<file path="src/rtl/merlin_alu_arbiter_if.sv">
// Requester-side handshake bundle for merlin_alu_arbiter.
// Two requesters share one request/response channel set.
interface merlin_alu_arbiter_if #(
  parameter int XLEN = 32,
  parameter int OPW  = 4
);
  logic [1:0]      req_valid_i;
  logic [1:0]      req_ready_o;
  logic [XLEN-1:0] req0_op_left_i;
  logic [XLEN-1:0] req0_op_right_i;
  logic [OPW-1:0]  req0_op_opcode_i;
  logic [XLEN-1:0] req0_cmp_left_i;
  logic [XLEN-1:0] req0_cmp_right_i;
  logic [2:0]      req0_cmp_opcode_i;
  logic [XLEN-1:0] req1_op_left_i;
  logic [XLEN-1:0] req1_op_right_i;
  logic [OPW-1:0]  req1_op_opcode_i;
  logic [XLEN-1:0] req1_cmp_left_i;
  logic [XLEN-1:0] req1_cmp_right_i;
  logic [2:0]      req1_cmp_opcode_i;
  logic [1:0]      rsp_valid_o;
  logic [1:0]      rsp_ready_i;
  logic [XLEN-1:0] rsp_op_result_o;
  logic            rsp_cmp_result_o;

  modport master (
    output req_valid_i,
    output req0_op_left_i, req0_op_right_i,
    output req0_op_opcode_i,
    output req0_cmp_left_i, req0_cmp_right_i,
    output req0_cmp_opcode_i,
    output req1_op_left_i, req1_op_right_i,
    output req1_op_opcode_i,
    output req1_cmp_left_i, req1_cmp_right_i,
    output req1_cmp_opcode_i,
    output rsp_ready_i,
    input  req_ready_o,
    input  rsp_valid_o,
    input  rsp_op_result_o,
    input  rsp_cmp_result_o
  );

  modport slave (
    input  req_valid_i,
    input  req0_op_left_i, req0_op_right_i,
    input  req0_op_opcode_i,
    input  req0_cmp_left_i, req0_cmp_right_i,
    input  req0_cmp_opcode_i,
    input  req1_op_left_i, req1_op_right_i,
    input  req1_op_opcode_i,
    input  req1_cmp_left_i, req1_cmp_right_i,
    input  req1_cmp_opcode_i,
    input  rsp_ready_i,
    output req_ready_o,
    output rsp_valid_o,
    output rsp_op_result_o,
    output rsp_cmp_result_o
  );
endinterface

</file>
<file path="src/rtl/merlin_alu_arbiter.sv">
// Two-requester arbiter in front of a single merlin_alu.
// One result outstanding; issue overlaps with result accept.
module merlin_alu_arbiter #(
  parameter bit RR_EN = 1'b1,
  parameter int XLEN  = 32,
  parameter int OPW   = 4
) (
  input  logic                clk_i,
  input  logic                reset_i,
  input  logic                flush_i,
  merlin_alu_arbiter_if.slave bus,
  output logic                alu_stage_en_o,
  output logic [XLEN-1:0]     alu_op_left_o,
  output logic [XLEN-1:0]     alu_op_right_o,
  output logic [OPW-1:0]      alu_op_opcode_o,
  output logic [XLEN-1:0]     alu_cmp_left_o,
  output logic [XLEN-1:0]     alu_cmp_right_o,
  output logic [2:0]          alu_cmp_opcode_o,
  input  logic [XLEN-1:0]     alu_op_result_i,
  input  logic                alu_cmp_result_i
);

  logic busy_q, busy_d;
  logic owner_q, owner_d;
  logic last_q, last_d;
  logic can_issue;
  logic grant;
  logic winner;
  logic sel;

  // Pick a winner; issue only when idle or the held result leaves now.
  always_comb begin
    can_issue = !reset_i && !flush_i
              && (!busy_q || bus.rsp_ready_i[owner_q]);
    grant = can_issue && (|bus.req_valid_i);
    case (bus.req_valid_i)
      2'b10:   winner = 1'b1;
      2'b11:   winner = RR_EN ? ~last_q : 1'b0;
      default: winner = 1'b0;
    endcase
    sel = grant & winner;
  end

  // Next state: flush drops, grant replaces, accept retires.
  always_comb begin
    busy_d  = busy_q;
    owner_d = owner_q;
    last_d  = last_q;
    if (flush_i) begin
      busy_d = 1'b0;
    end else if (grant) begin
      busy_d  = 1'b1;
      owner_d = winner;
      last_d  = winner;
    end else if (busy_q && bus.rsp_ready_i[owner_q]) begin
      busy_d = 1'b0;
    end
  end

  // Ownership registers; last=1 lets requester 0 win first.
  always_ff @(posedge clk_i) begin
    if (reset_i) begin
      busy_q  <= 1'b0;
      owner_q <= 1'b0;
      last_q  <= 1'b1;
    end else begin
      busy_q  <= busy_d;
      owner_q <= owner_d;
      last_q  <= last_d;
    end
  end

  assign bus.req_ready_o = {grant & winner, grant & ~winner};
  assign alu_stage_en_o  = grant;

  assign alu_op_left_o    = sel ? bus.req1_op_left_i
                                : bus.req0_op_left_i;
  assign alu_op_right_o   = sel ? bus.req1_op_right_i
                                : bus.req0_op_right_i;
  assign alu_op_opcode_o  = sel ? bus.req1_op_opcode_i
                                : bus.req0_op_opcode_i;
  assign alu_cmp_left_o   = sel ? bus.req1_cmp_left_i
                                : bus.req0_cmp_left_i;
  assign alu_cmp_right_o  = sel ? bus.req1_cmp_right_i
                                : bus.req0_cmp_right_i;
  assign alu_cmp_opcode_o = sel ? bus.req1_cmp_opcode_i
                                : bus.req0_cmp_opcode_i;

  assign bus.rsp_valid_o      = {busy_q & owner_q,
                                 busy_q & ~owner_q};
  assign bus.rsp_op_result_o  = alu_op_result_i;
  assign bus.rsp_cmp_result_o = alu_cmp_result_i;

endmodule

</file>
<file path="src/flat_wrapper.sv">
// flat-port wrapper written by rule: the top's interface ports become plain ports
module merlin_alu_arbiter_flat 
#(
  parameter bit RR_EN = 1'b1,
  parameter int XLEN  = 32,
  parameter int OPW   = 4
)
  (clk_i, reset_i, flush_i, alu_stage_en_o, alu_op_left_o, alu_op_right_o, alu_op_opcode_o, alu_cmp_left_o, alu_cmp_right_o, alu_cmp_opcode_o, alu_op_result_i, alu_cmp_result_i, bus_req_valid_i, bus_req0_op_left_i, bus_req0_op_right_i, bus_req0_op_opcode_i, bus_req0_cmp_left_i, bus_req0_cmp_right_i, bus_req0_cmp_opcode_i, bus_req1_op_left_i, bus_req1_op_right_i, bus_req1_op_opcode_i, bus_req1_cmp_left_i, bus_req1_cmp_right_i, bus_req1_cmp_opcode_i, bus_rsp_ready_i, bus_req_ready_o, bus_rsp_valid_o, bus_rsp_op_result_o, bus_rsp_cmp_result_o);
  merlin_alu_arbiter_if #(.XLEN(XLEN), .OPW(OPW)) bus_i ();
  input  logic clk_i;
  input  logic reset_i;
  input  logic flush_i;
  output logic alu_stage_en_o;
  output logic [XLEN-1:0] alu_op_left_o;
  output logic [XLEN-1:0] alu_op_right_o;
  output logic [OPW-1:0] alu_op_opcode_o;
  output logic [XLEN-1:0] alu_cmp_left_o;
  output logic [XLEN-1:0] alu_cmp_right_o;
  output logic [2:0] alu_cmp_opcode_o;
  input  logic [XLEN-1:0] alu_op_result_i;
  input  logic alu_cmp_result_i;
  input wire logic [$bits(bus_i.req_valid_i)-1:0] bus_req_valid_i;
  input wire logic [$bits(bus_i.req0_op_left_i)-1:0] bus_req0_op_left_i;
  input wire logic [$bits(bus_i.req0_op_right_i)-1:0] bus_req0_op_right_i;
  input wire logic [$bits(bus_i.req0_op_opcode_i)-1:0] bus_req0_op_opcode_i;
  input wire logic [$bits(bus_i.req0_cmp_left_i)-1:0] bus_req0_cmp_left_i;
  input wire logic [$bits(bus_i.req0_cmp_right_i)-1:0] bus_req0_cmp_right_i;
  input wire logic [$bits(bus_i.req0_cmp_opcode_i)-1:0] bus_req0_cmp_opcode_i;
  input wire logic [$bits(bus_i.req1_op_left_i)-1:0] bus_req1_op_left_i;
  input wire logic [$bits(bus_i.req1_op_right_i)-1:0] bus_req1_op_right_i;
  input wire logic [$bits(bus_i.req1_op_opcode_i)-1:0] bus_req1_op_opcode_i;
  input wire logic [$bits(bus_i.req1_cmp_left_i)-1:0] bus_req1_cmp_left_i;
  input wire logic [$bits(bus_i.req1_cmp_right_i)-1:0] bus_req1_cmp_right_i;
  input wire logic [$bits(bus_i.req1_cmp_opcode_i)-1:0] bus_req1_cmp_opcode_i;
  input wire logic [$bits(bus_i.rsp_ready_i)-1:0] bus_rsp_ready_i;
  output wire logic [$bits(bus_i.req_ready_o)-1:0] bus_req_ready_o;
  output wire logic [$bits(bus_i.rsp_valid_o)-1:0] bus_rsp_valid_o;
  output wire logic [$bits(bus_i.rsp_op_result_o)-1:0] bus_rsp_op_result_o;
  output wire logic [$bits(bus_i.rsp_cmp_result_o)-1:0] bus_rsp_cmp_result_o;
  assign bus_i.req_valid_i = bus_req_valid_i;
  assign bus_i.req0_op_left_i = bus_req0_op_left_i;
  assign bus_i.req0_op_right_i = bus_req0_op_right_i;
  assign bus_i.req0_op_opcode_i = bus_req0_op_opcode_i;
  assign bus_i.req0_cmp_left_i = bus_req0_cmp_left_i;
  assign bus_i.req0_cmp_right_i = bus_req0_cmp_right_i;
  assign bus_i.req0_cmp_opcode_i = bus_req0_cmp_opcode_i;
  assign bus_i.req1_op_left_i = bus_req1_op_left_i;
  assign bus_i.req1_op_right_i = bus_req1_op_right_i;
  assign bus_i.req1_op_opcode_i = bus_req1_op_opcode_i;
  assign bus_i.req1_cmp_left_i = bus_req1_cmp_left_i;
  assign bus_i.req1_cmp_right_i = bus_req1_cmp_right_i;
  assign bus_i.req1_cmp_opcode_i = bus_req1_cmp_opcode_i;
  assign bus_i.rsp_ready_i = bus_rsp_ready_i;
  assign bus_req_ready_o = bus_i.req_ready_o;
  assign bus_rsp_valid_o = bus_i.rsp_valid_o;
  assign bus_rsp_op_result_o = bus_i.rsp_op_result_o;
  assign bus_rsp_cmp_result_o = bus_i.rsp_cmp_result_o;
  merlin_alu_arbiter #(.RR_EN(RR_EN), .XLEN(XLEN), .OPW(OPW)) u_core (.clk_i(clk_i), .reset_i(reset_i), .flush_i(flush_i), .bus(bus_i), .alu_stage_en_o(alu_stage_en_o), .alu_op_left_o(alu_op_left_o), .alu_op_right_o(alu_op_right_o), .alu_op_opcode_o(alu_op_opcode_o), .alu_cmp_left_o(alu_cmp_left_o), .alu_cmp_right_o(alu_cmp_right_o), .alu_cmp_opcode_o(alu_cmp_opcode_o), .alu_op_result_i(alu_op_result_i), .alu_cmp_result_i(alu_cmp_result_i));
endmodule
</file>
<file path="config.mk">
export PLATFORM = sky130hd
export DESIGN_NAME = merlin_alu_arbiter_flat
export DESIGN_NICKNAME = d
export VERILOG_FILES = /design/src/rtl/merlin_alu_arbiter_if.sv /design/src/rtl/merlin_alu_arbiter.sv /design/src/flat_wrapper.sv
export SDC_FILE = /design/constraint.sdc
export NUM_CORES = 1
export LEC_CHECK = 0
export ABC_AREA = 1
export BUFFER_PORTS_ARGS = -buffer_cell sky130_fd_sc_hd__buf_4
export CAP_MARGIN = 20
export CORE_AREA = 2 2 187 189
export DETAILED_ROUTE_END_ITERATION = 10
export DIE_AREA = 0 0 189 191
export PLACE_DENSITY = 0.3
export RECOVER_POWER = 50
export SYNTH_ARGS = -nofsm -noshare
export SYNTH_HDL_FRONTEND = slang
export SYNTH_SLANG_ARGS = --single-unit
</file>
<file path="constraint.sdc">
create_clock -name clk_i -period 2 [get_ports clk_i]
set_input_delay 0.5 -clock clk_i [delete_from_list [all_inputs] [get_ports clk_i]]
set_output_delay 0.5 -clock clk_i [all_outputs]
set_load 0.03 [all_outputs]
</file>
# Yosys cells after proc, flatten, opt, wreduce, memory -nomap -nowiden
# Index checks and enable logic that the tools add are counted.
# word_totals
ff_bits	3
input_bits	310
word_cells	37
# op_classes
order_cmp	1
n_eq_ne	2
mux	11
n_bitwise	8
n_reduce_logical	12
# op_table
op	n
$mux W32	4
$and A1 B1 Y1	4
$eq A2 B2 Y1 const B	2
$logic_and A1 B1 Y1	4
$mux W1	4
$mux W4	1
$not A1 Y1	4
$reduce_or A2 Y1	2
$logic_not A1 Y1	3
$mux W3	1
$lt A1 B2 Y1 const B	1
$pmux W1 S2	1
$reduce_and A2 Y1	1
$reduce_bool A2 Y1	1
$logic_or A1 B1 Y1	1

# Logic depth before layout (Yosys ltp)
# Gate-level depths: netlist of run 1.
# depth
ltp_word	7
depth_mapped	8

# Worst setup path before layout of run 1
# Ideal clock, no wire load.
# synth_timing
path_type	input -> output
start	input reset_i
end	output alu_op_left_o[18]
arrival_ns	1.444
path_slack_ns	0.056
path_stages	7
path_cell_list	clkinv_1 -> nand2_1 -> nor2_2 -> buf_4 -> buf_2 -> nand4_1 -> nand2_1
# synth_via
elab_chain_len	6
# synth_rtl
item	line	source
start: declaration	flat_wrapper.sv:11	input logic reset_i;
$logic_not A1 Y1	merlin_alu_arbiter.sv:33	can_issue = !reset_i && !flush_i
$logic_and A1 B1 Y1	merlin_alu_arbiter.sv:33	
$logic_and A1 B1 Y1	merlin_alu_arbiter.sv:34	&& (!busy_q || bus.rsp_ready_i[owner_q]);
$logic_and A1 B1 Y1	merlin_alu_arbiter.sv:35	grant = can_issue && (|bus.req_valid_i);
$and A1 B1 Y1	merlin_alu_arbiter.sv:41	sel = grant & winner;
$mux W32	merlin_alu_arbiter.sv:76	assign alu_op_left_o = sel ? bus.req1_op_left_i
end: declaration	flat_wrapper.sv:14	output logic [XLEN-1:0] alu_op_left_o;
# No other way between the ends.

# Worst setup path after layout of run 1
# layout_timing
start	input flush_i
end	output alu_op_right_o[29]
# layout_via
elab_chain_len	6
# layout_rtl
item	line	source
start: declaration	flat_wrapper.sv:12	input logic flush_i;
$logic_not A1 Y1	merlin_alu_arbiter.sv:33	
$logic_and A1 B1 Y1	merlin_alu_arbiter.sv:33	
$logic_and A1 B1 Y1	merlin_alu_arbiter.sv:34	
$logic_and A1 B1 Y1	merlin_alu_arbiter.sv:35	
$and A1 B1 Y1	merlin_alu_arbiter.sv:41	
$mux W32	merlin_alu_arbiter.sv:78	assign alu_op_right_o = sel ? bus.req1_op_right_i
end: declaration	flat_wrapper.sv:15	output logic [XLEN-1:0] alu_op_right_o;
# No other way between the ends.

==> results of run 1 <==
routing by layer:
metal / global-route usage / vias to the layer above / wire [um]
met2: 0.226 / 262 / 12500
met1: 0.139 / 2471 / 9270
met4: 0.0252 / 0 / 463
li1: - / 2668 / -
met3: 0.0268 / 33 / 1780
met5: 0 / - / 0
where the power goes:
group	total [uW]	internal (uW)	switching, uW
logic	2260	1180	1080
clock network	320	263	56.5
registers	69.3	63.9	5.43
registers in the layout, indices dropped and copies added (netlist names):
signal          flops
u_core.last_q       1
u_core.owner_q      1
u_core.busy_q       1
layout make-up:
cell class / instances / area (sq um) / share of cell area
timing repair buffer: 530 / 5460 / 0.631
clock buffer: 4 / 78.8 / 0.00911
multi-input combinational: 424 / 2430 / 0.281
inverter: 9 / 48.8 / 0.00564
sequential: 3 / 63.8 / 0.00737
tap: 455 / 569 / 0.0658
cell usage in the layout (no fill, tap or decap), types with 3 or more instances in the layout:
master,count
clkbuf_16,7
nand4_1,135
nand2_1,172
inv_2,3
buf_16,13
buf_12,36
nand2_2,72
buf_6,163
nand2_4,35
buf_8,9
buf_4,304
nand3_4,3
path summary, 6_finish.rpt:
kind	end	slack [ns]	depth (start not counted)
setup / recovery	alu_op_right_o[29]	-0.22	11
hold reg to reg	u_core.last_q	0.51	2
hold / removal	u_core.last_q	0.51	2
setup reg to reg	u_core.owner_q	0.57	9
kinds of logic after synthesis:
family | after synthesis
AND/OR/NAND/NOR | 422
buffers and inverters | 102
AO/OA/AOI/OAI | 2
flip-flops | 3
stage by stage:
stage	instances	util	setup slack [ns]	instance area, sq um	setup TNS [ns]
6_report	1425	0.254	-0.218	8660	-20.07
5_1_grt	1425	0.254	-0.277	8660	-30.06
4_1_cts	1419	0.241	-0.253	8230	-26.50
3_5_place_dp	1374	0.192	-0.358	6560	-28.81
3_3_place_gp	1374	0.192	-0.312	6560	-28.39
2_1_floorplan	529	-	0.0560	2630	0
worst max-delay path, stage by stage:
cell and delay [ns]:
buf_6 0.09, inv_4 0.04, nand2_4 0.05, nor2_4 0.15, nand3_4 0.12, buf_12 0.15, buf_16 0.15, clkbuf_16 0.19
nand2_1 0.06, nand2_1 0.05, buf_6 0.14
repair_timing:
item / CTS / global route
buffers inserted: 25 / 6
pin swaps: 84 / 57
setup endpoints to repair: 138 / 138
cloned: 16 / 5
resized for setup: 256 / 104
==> impl_results.md, run 1 <==
- Mean Syn Cell Area: 4.97 sq um
- Clock-pin slew on the worst setup and hold paths: 0.03 ns
- P per Cell Area: 306 nW/um^2
- Slew HR: 0.845
- Via count: 5,434
- Worst vdd ir: 267 uV
- Die area: 36,100 sq um
- Sequential cell area fraction in the yosys report: 0.0228
- Fin crit share: 1.11
- Final hold viol count: 0
- Total grt overflow: 0
- Wirelength, routed: 24,000 um
- Area grow syn2layout: 229%
- Inserted Diodes: 0
- Starting density of the core: 0.0771
- # setup viols final: 137
- Antenna violations before repair: 0
- DRC Markers: 0
- Die Span Y: 191 um
- Yosys top cell by area: nand2_1
- CTS Sinks: 3
- Worst setup margin: -0.218 ns
- Core footprint: 34,100 sq um
- Number of flops mapped to enable cells by yosys: 0
- CTS Buffer Depth: 2
- FF+latch count, synth: 3
- Post-synth cell types: 16
- Worst EP required: 1.50 ns
- Syn nets: 839
- Critical Path End Type: primary output
- Filler cells: 3,804
- Vias in the first global route: 5,530
- Worst-margin pin slew: 0.233 ns
- Clk_skew: 0.000827 ns
- GP Congestion: 0.818
- DP HPWL: 17,600 um
- Hold buffer count at CTS: 0
- Total power draw: 2650 uW
- Chip Width: 189 um
- Post-Synthesis Cells: 529
- CTS buffer count: 3
- Root Driver: clkbuf_16
- Layout cells sized above 1: 0.673
- Post-Synth Adder-Cell Area: 0
- H-tree lvl count: 1
- Port bufs: 416
- Syn Std Cell Area: 2630 sq um
- Vias/cell: 3.81
- CTS tree: done
- Area share of the largest cell type after synthesis: 0.398
- Min-delay src: u_core.last_q
- Final Net Count: 1,281
- Worst EP arrival: 1.72 ns
- Synth Area in Compound Gates: 0.00380
- Status: finished with violations
- Xor and xnor area share after synthesis: 0
- Worst Hold Class: flop to flop
- Crit start category: input pin
- Cell with the most instances after synthesis: nand2_1
- Ys flop type: dfxtp_1
- Skew-Pair Late Insertion Delay: 0.22 ns
- Mux contribution to synthesized area: 0
- Leakage: 0.00442 uW
- First-pass GRT wire length: 33,300 um
- Commonest cells in the netlist: nand2_1, nand4_1, buf_4
- Failing checks: setup timing
- Tmin final: 2.22 ns
- Max_cap viols: 0
- Largest net degree at the start of global routing: 22
- Drt wl/cell: 16.8 um
- First DRT Iteration DRCs: 190
- Synthesized-area fraction occupied by and/or/nand/nor cells: 0.737
- Top Ports: 483
- Fmax: 451 MHz
- Unrepaired setup endpoints after global routing: true
- Synth area leaders: nand2_1, nand4_1, buf_4
- FP Rows: 68
- Slew Viols, Final: 0
- Critical Path Start: flush_i
- DRT antenna net count: 0
- CP Max Fanout: 7
- Hold slack: 0.509 ns
- Async SR Flop Fraction: 0
- Pre-Repair DR Iteration Count: 4
- Total Routing Usage GR: 0.120
- Worst r2r src: u_core.owner_q
- Largest family of logic cells by synthesized area: simple AND/OR/NAND/NOR gates
- Crit Path Class: input pin to primary output
- Total number of yosys warnings: 0
Power figures use the tool's default switching activity.
==> run 2, diff against run 1 <==
BUFFER_PORTS_ARGS = -buffer_cell sky130_fd_sc_hd__buf_2   (was -buffer_cell sky130_fd_sc_hd__buf_4)
==> run 2 against run 1 <==
Net effect:
- the run still ends with setup timing left
- routed wire length down 4.6%
- design area decreased by 14%
- worst setup slack better by 0.022 ns
- clock skew up 0.0019 ns
- combinational power decreased by 13%
- die area stayed put
- fmax is 0.98% higher
==> impl_results.md, run 2 (synthesized netlist as in run 1, its figures left out) <==
- Status: finished with violations
- Failing checks: setup timing
- Worst EP required: 1.50 ns
- First-pass GRT wire length: 27,800 um
- H-tree lvl count: 1
- Total Routing Usage GR: 0.0985
- CTS Sinks: 3
- Fin crit share: 1.10
- Pre-Repair DR Iteration Count: 4
- Final Net Count: 1,258
- Drt wl/cell: 16.3 um
- Critical Path End Type: primary output
- CTS tree: done
- Unrepaired setup endpoints after global routing: true
- Via count: 5,353
- # setup viols final: 137
- Final std cells w/o fill: 1,402
- Slew HR: 0.851
- Root Driver: clkbuf_16
- Worst Hold Class: flop to flop
- Skew-Pair Late Insertion Delay: 0.22 ns
- Most frequent cells in the layout: buf_2, nand2_1, buf_6
- Vias/cell: 3.82
- Psw: 1120 uW
- Worst-margin pin slew: 0.223 ns
- Sw Ratio: 0.476
- Logic pwr share: 0.834
- GP Congestion: 0.705
- CTS Buffer Depth: 2
- Max_cap viols: 0
- Worst setup margin: -0.197 ns
- DP HPWL: 15,800 um
- Core footprint: 34,100 sq um
- Int Power: 1230 uW
- Clk_skew: 0.00268 ns
- Top Ports: 483
- Worst vdd ir: 258 uV
- Chip Width: 189 um
- DRC Markers: 0
- Filler cells: 3,926
- Pre-CTS setup slack: -0.303 ns
- P per Cell Area: 317 nW/um^2
- First DRT Iteration DRCs: 162
- Fmax: 455 MHz
- DRT antenna net count: 0
- Worst EP arrival: 1.70 ns
- Port bufs: 416
- Vias in the first global route: 5,071
- Starting density of the core: 0.0771
- Largest net degree at the start of global routing: 37
- Wirelength, routed: 22,900 um
- CTS buffer count: 3
- Inserted Diodes: 0
- Placed cell count: 1,374
- Die Span Y: 191 um
- Total grt overflow: 0
- CP Max Fanout: 14
- Antenna violations before repair: 0
- Clock-pin slew on the worst setup and hold paths: 0.03 ns
- Slew Viols, Final: 0
- Leakage: 0.00393 uW
- Layout cells sized above 1: 0.692
- FP Rows: 68
- Die area: 36,100 sq um
- Clock power frac: 0.136
- Tmin final: 2.20 ns
- Final hold viol count: 0
- Area grow syn2layout: 182%
- Crit Path Class: input pin to primary output
- Regs by FF count: u_core.busy_q: 1 flops, u_core.last_q: 1 flops, u_core.owner_q: 1 flops
- Crit start category: input pin
- Sequential power share: 0.030
- Most common cell after layout, fill and taps aside: buf_2
run 2: layer usage:
layer	global-route usage	wire, um
met3	0.0178	1520
met5	0	0
met4	0.0198	560
met1	0.109	8510
met2	0.195	12300
run 2: timing repair:
item | CTS | global route
endpoints found under the setup margin | 138 | 138
hold buffers | 0 | 0
resized for setup | 239 | 281
cloned | 4 | 11
pin swaps | 5 | 8
setup buffers | 5 | 4
run 2: critical path, stage by stage:
cell,delay (ns)
buf_6,0.09
inv_4,0.04
nand2_4,0.05
nor2_4,0.12
buf_12,0.13
nand3_4,0.09
buf_12,0.17
buf_12,0.16
nand2_1,0.08
nand2_2,0.08
buf_6,0.15
run 2: final cells by class:
class	instances	area, sq um	share of cell area
clock buffer	4	78.8	0.0106
inverter	9	48.8	0.00659
multi-input combinational	424	2510	0.339
sequential	3	65.1	0.00878
tap	455	569	0.0768
timing repair buffer	507	4140	0.558
run 2: through the flow:
stage	TNS [ns]	power (uW)	util	area (sq um)	hold slack [ns]
3_5_place_dp	-30.21	1490	0.156	5320	0.489
6_report	-18.93	2350	0.217	7410	0.495
2_1_floorplan	0	953	-	2630	0.429
4_1_cts	-20.89	2090	0.185	6320	0.494
5_1_grt	-25.55	2490	0.217	7410	0.527
3_3_place_gp	-31.15	1500	0.156	5320	0.498
run 2: power by group through the flow:
stage | Clock [uW] | Combinational, uW | Sequential, uW
floorplan | 0 | 885 | 67.7
global placement | 0 | 1430 | 69.8
detailed placement | 0 | 1420 | 69.4
CTS | 320 | 1700 | 68.6
global route | 337 | 2080 | 70.2
finish | 319 | 1960 | 69.7
run 2: worst paths after layout:
path	start	end	slack, ns	cells after the start
min	u_core.last_q	u_core.last_q	0.50	2
max reg2reg	u_core.owner_q	u_core.owner_q	0.73	8
min reg2reg	u_core.last_q	u_core.last_q	0.50	2
max	flush_i	alu_cmp_left_o[25]	-0.20	11
==> run 3, diff against run 2 <==
--- a/config.mk
+++ b/config.mk
@@ -7,9 +7,9 @@
 export LEC_CHECK = 0
 export ABC_AREA = 1
-export BUFFER_PORTS_ARGS = -buffer_cell sky130_fd_sc_hd__buf_2
 export CAP_MARGIN = 20
 export CORE_AREA = 2 2 187 189
 export DETAILED_ROUTE_END_ITERATION = 10
 export DIE_AREA = 0 0 189 191
+export DONT_BUFFER_PORTS = 1
 export PLACE_DENSITY = 0.3
 export RECOVER_POWER = 50
==> constraint.sdc (replaced) <==
create_clock -name clk_i -period 1.75 [get_ports clk_i]
set_input_delay 0.175 -clock clk_i [delete_from_list [all_inputs] [get_ports clk_i]]
set_output_delay 0.175 -clock clk_i [all_outputs]
set_load 0.03 [all_outputs]
==> run 3 against run 2 <==
Net effect:
- the run still ends with setup timing left
- clock power rose by 14%
- global-route usage fell by 2.7 points
- worst setup slack improved by 0.17 ns
- clock-buffer cell count stayed put
- die area did not move
- combinational power decreased by 27%
- sequential share of layout area up 0.53 points
- non-clock buffer count is 420 lower
- critical path depth shrank 3
- first-iteration DRC count up 56%
- power fell by 20%
- flip-flop and latch count did not move
- critical path type is now flop to primary output
- largest power group unchanged
==> impl_results.md, run 3 (synthesized netlist as in run 1, its figures left out) <==
- Status: finished with violations
- Failing checks: setup timing
- Vias/cell: 4.01
- Most common cell after layout, fill and taps aside: nand2_1
- CTS Sinks: 3
- First-pass GRT wire length: 19,700 um
- Pre-Repair DR Iteration Count: 4
- DP HPWL: 11,500 um
- Regs by FF count: u_core.busy_q: 1 flops, u_core.last_q: 1 flops, u_core.owner_q: 1 flops
- Hold buffer count at CTS: 0
- First DRT Iteration DRCs: 252
- Most frequent cells in the layout: nand2_1, nand4_1, nand2_2
- # setup viols final: 3
- Core footprint: 34,100 sq um
- Top Ports: 483
- Antenna violations before repair: 4
- Skew-Pair Late Insertion Delay: 0.22 ns
- Crit start category: flop
- Crit Path Class: flop to primary output
- Max_cap viols: 0
- DRC Markers: 0
- Clk_skew: 0.000269 ns
- Worst vdd ir: 628 uV
- Final Net Count: 838
- Worst EP arrival: 1.60 ns
- DRT antenna net count: 0
- Worst EP required: 1.57 ns
- Drt wl/cell: 16.9 um
- Critical Path End Type: primary output
- Root Driver: clkbuf_16
- CTS tree: done
- Worst Hold Class: input pin to flop
- Wirelength, routed: 16,700 um
- Clock-pin slew on the worst setup and hold paths: 0.03 ns
- Vias in the first global route: 3,284
- FP Rows: 68
- Leakage: 0.00196 uW
- GP Congestion: 0.794
- Chip Width: 189 um
- Total power draw: 1880 uW
- H-tree lvl count: 1
- Die area: 36,100 sq um
- Final hold viol count: 0
- Slew Viols, Final: 0
- Total Routing Usage GR: 0.0714
- Worst-margin pin slew: 0.548 ns
- Area grow syn2layout: 65.4%
- Die Span Y: 191 um
- Tmin final: 1.77 ns
- CTS buffer count: 3
- Pre-CTS setup slack: 0.0257 ns
- Starting density of the core: 0.0771
- Largest net degree at the start of global routing: 64
- CTS Buffer Depth: 2
- Slew HR: 0.634
- Fmax: 564 MHz
- Layout cells sized above 1: 0.370
- Port bufs: 0
- CP Max Fanout: 15
- Unrepaired setup endpoints after global routing: true
- Worst setup margin: -0.0223 ns
- Fin crit share: 1.01
- Via count: 3,950
- Filler cells: 3,928
- P per Cell Area: 432 nW/um^2
- Total grt overflow: 0
## run 3: changes by cell type in the layout (fill, tap and decap cells not counted), moves of 12 or more
| cell | delta |
|---|---|
| buf_2 | -274 |
| nand2_4 | -12 |
| buf_6 | -117 |
| nand2_1 | +35 |
| nand2_2 | -23 |
| buf_4 | -27 |
## run 3: per-layer routing
layer | global-route usage | part of all wire | wire length [um]
met1 | 0.0762 | 0.35 | 5850
met2 | 0.128 | 0.51 | 8430
met3 | 0.0154 | 0.092 | 1530
met4 | 0.0445 | 0.051 | 843
met5 | 0 | 0 | 0
## run 3: cell type report
class	instances	area [sq um]	share of cell area
Timing Repair Buffer	87	1240	0.285
Antenna cell	4	10.0	0.00230
Clock buffer	4	78.8	0.0181
Inverter	9	36.3	0.00834
Tap cell	455	569	0.131
Multi-Input combinational cell	424	2360	0.542
Sequential cell	3	61.3	0.0141
## run 3: where the power goes
group | internal, uW | switching, uW
Sequential | 73.7 | 4.00
Clock | 301 | 64.4
Combinational | 459 | 978
## run 3: path summary, 6_finish.rpt
check | start | to | cells after the start | slack, ns
setup / recovery | u_core.owner_q | alu_op_left_o[22] | 8 | -0.02
hold / removal | reset_i | u_core.last_q | 2 | 0.13
setup reg to reg | u_core.owner_q | u_core.last_q | 7 | 0.54
hold reg to reg | u_core.last_q | u_core.last_q | 2 | 0.46
## run 3: stage by stage
stage                     hold WS (ns)  setup TNS [ns]  instances  area, sq um   util
after CTS                        0.138        -0.00121        978         3900  0.114
after detailed placement         0.350               0        960         3480  0.102
after global routing             0.158           -2.60        985         4350  0.127
after global placement           0.350               0        960         3480  0.102
after floorplan                  0.337               0        529         2630      -
final                            0.131         -0.0288        986         4350  0.128
## run 3: critical path, cell delays in order (launching register included)
cell and delay, ns:
dfxtp_2 0.34, nand2_1 0.10, nand3_4 0.12, nand3_4 0.14, buf_4 0.18, buf_16 0.15
nand2_1 0.06, nand2_1 0.09, buf_4 0.18
## run 3: what timing repair did
action | CTS | global route
resized for setup | 49 | 114
gates cloned | 4 | 3
pin swaps | 2 | 12
hold endpoints to repair | 0 | 0
buffers inserted | 11 | 2
setup endpoints to repair | 124 | 127
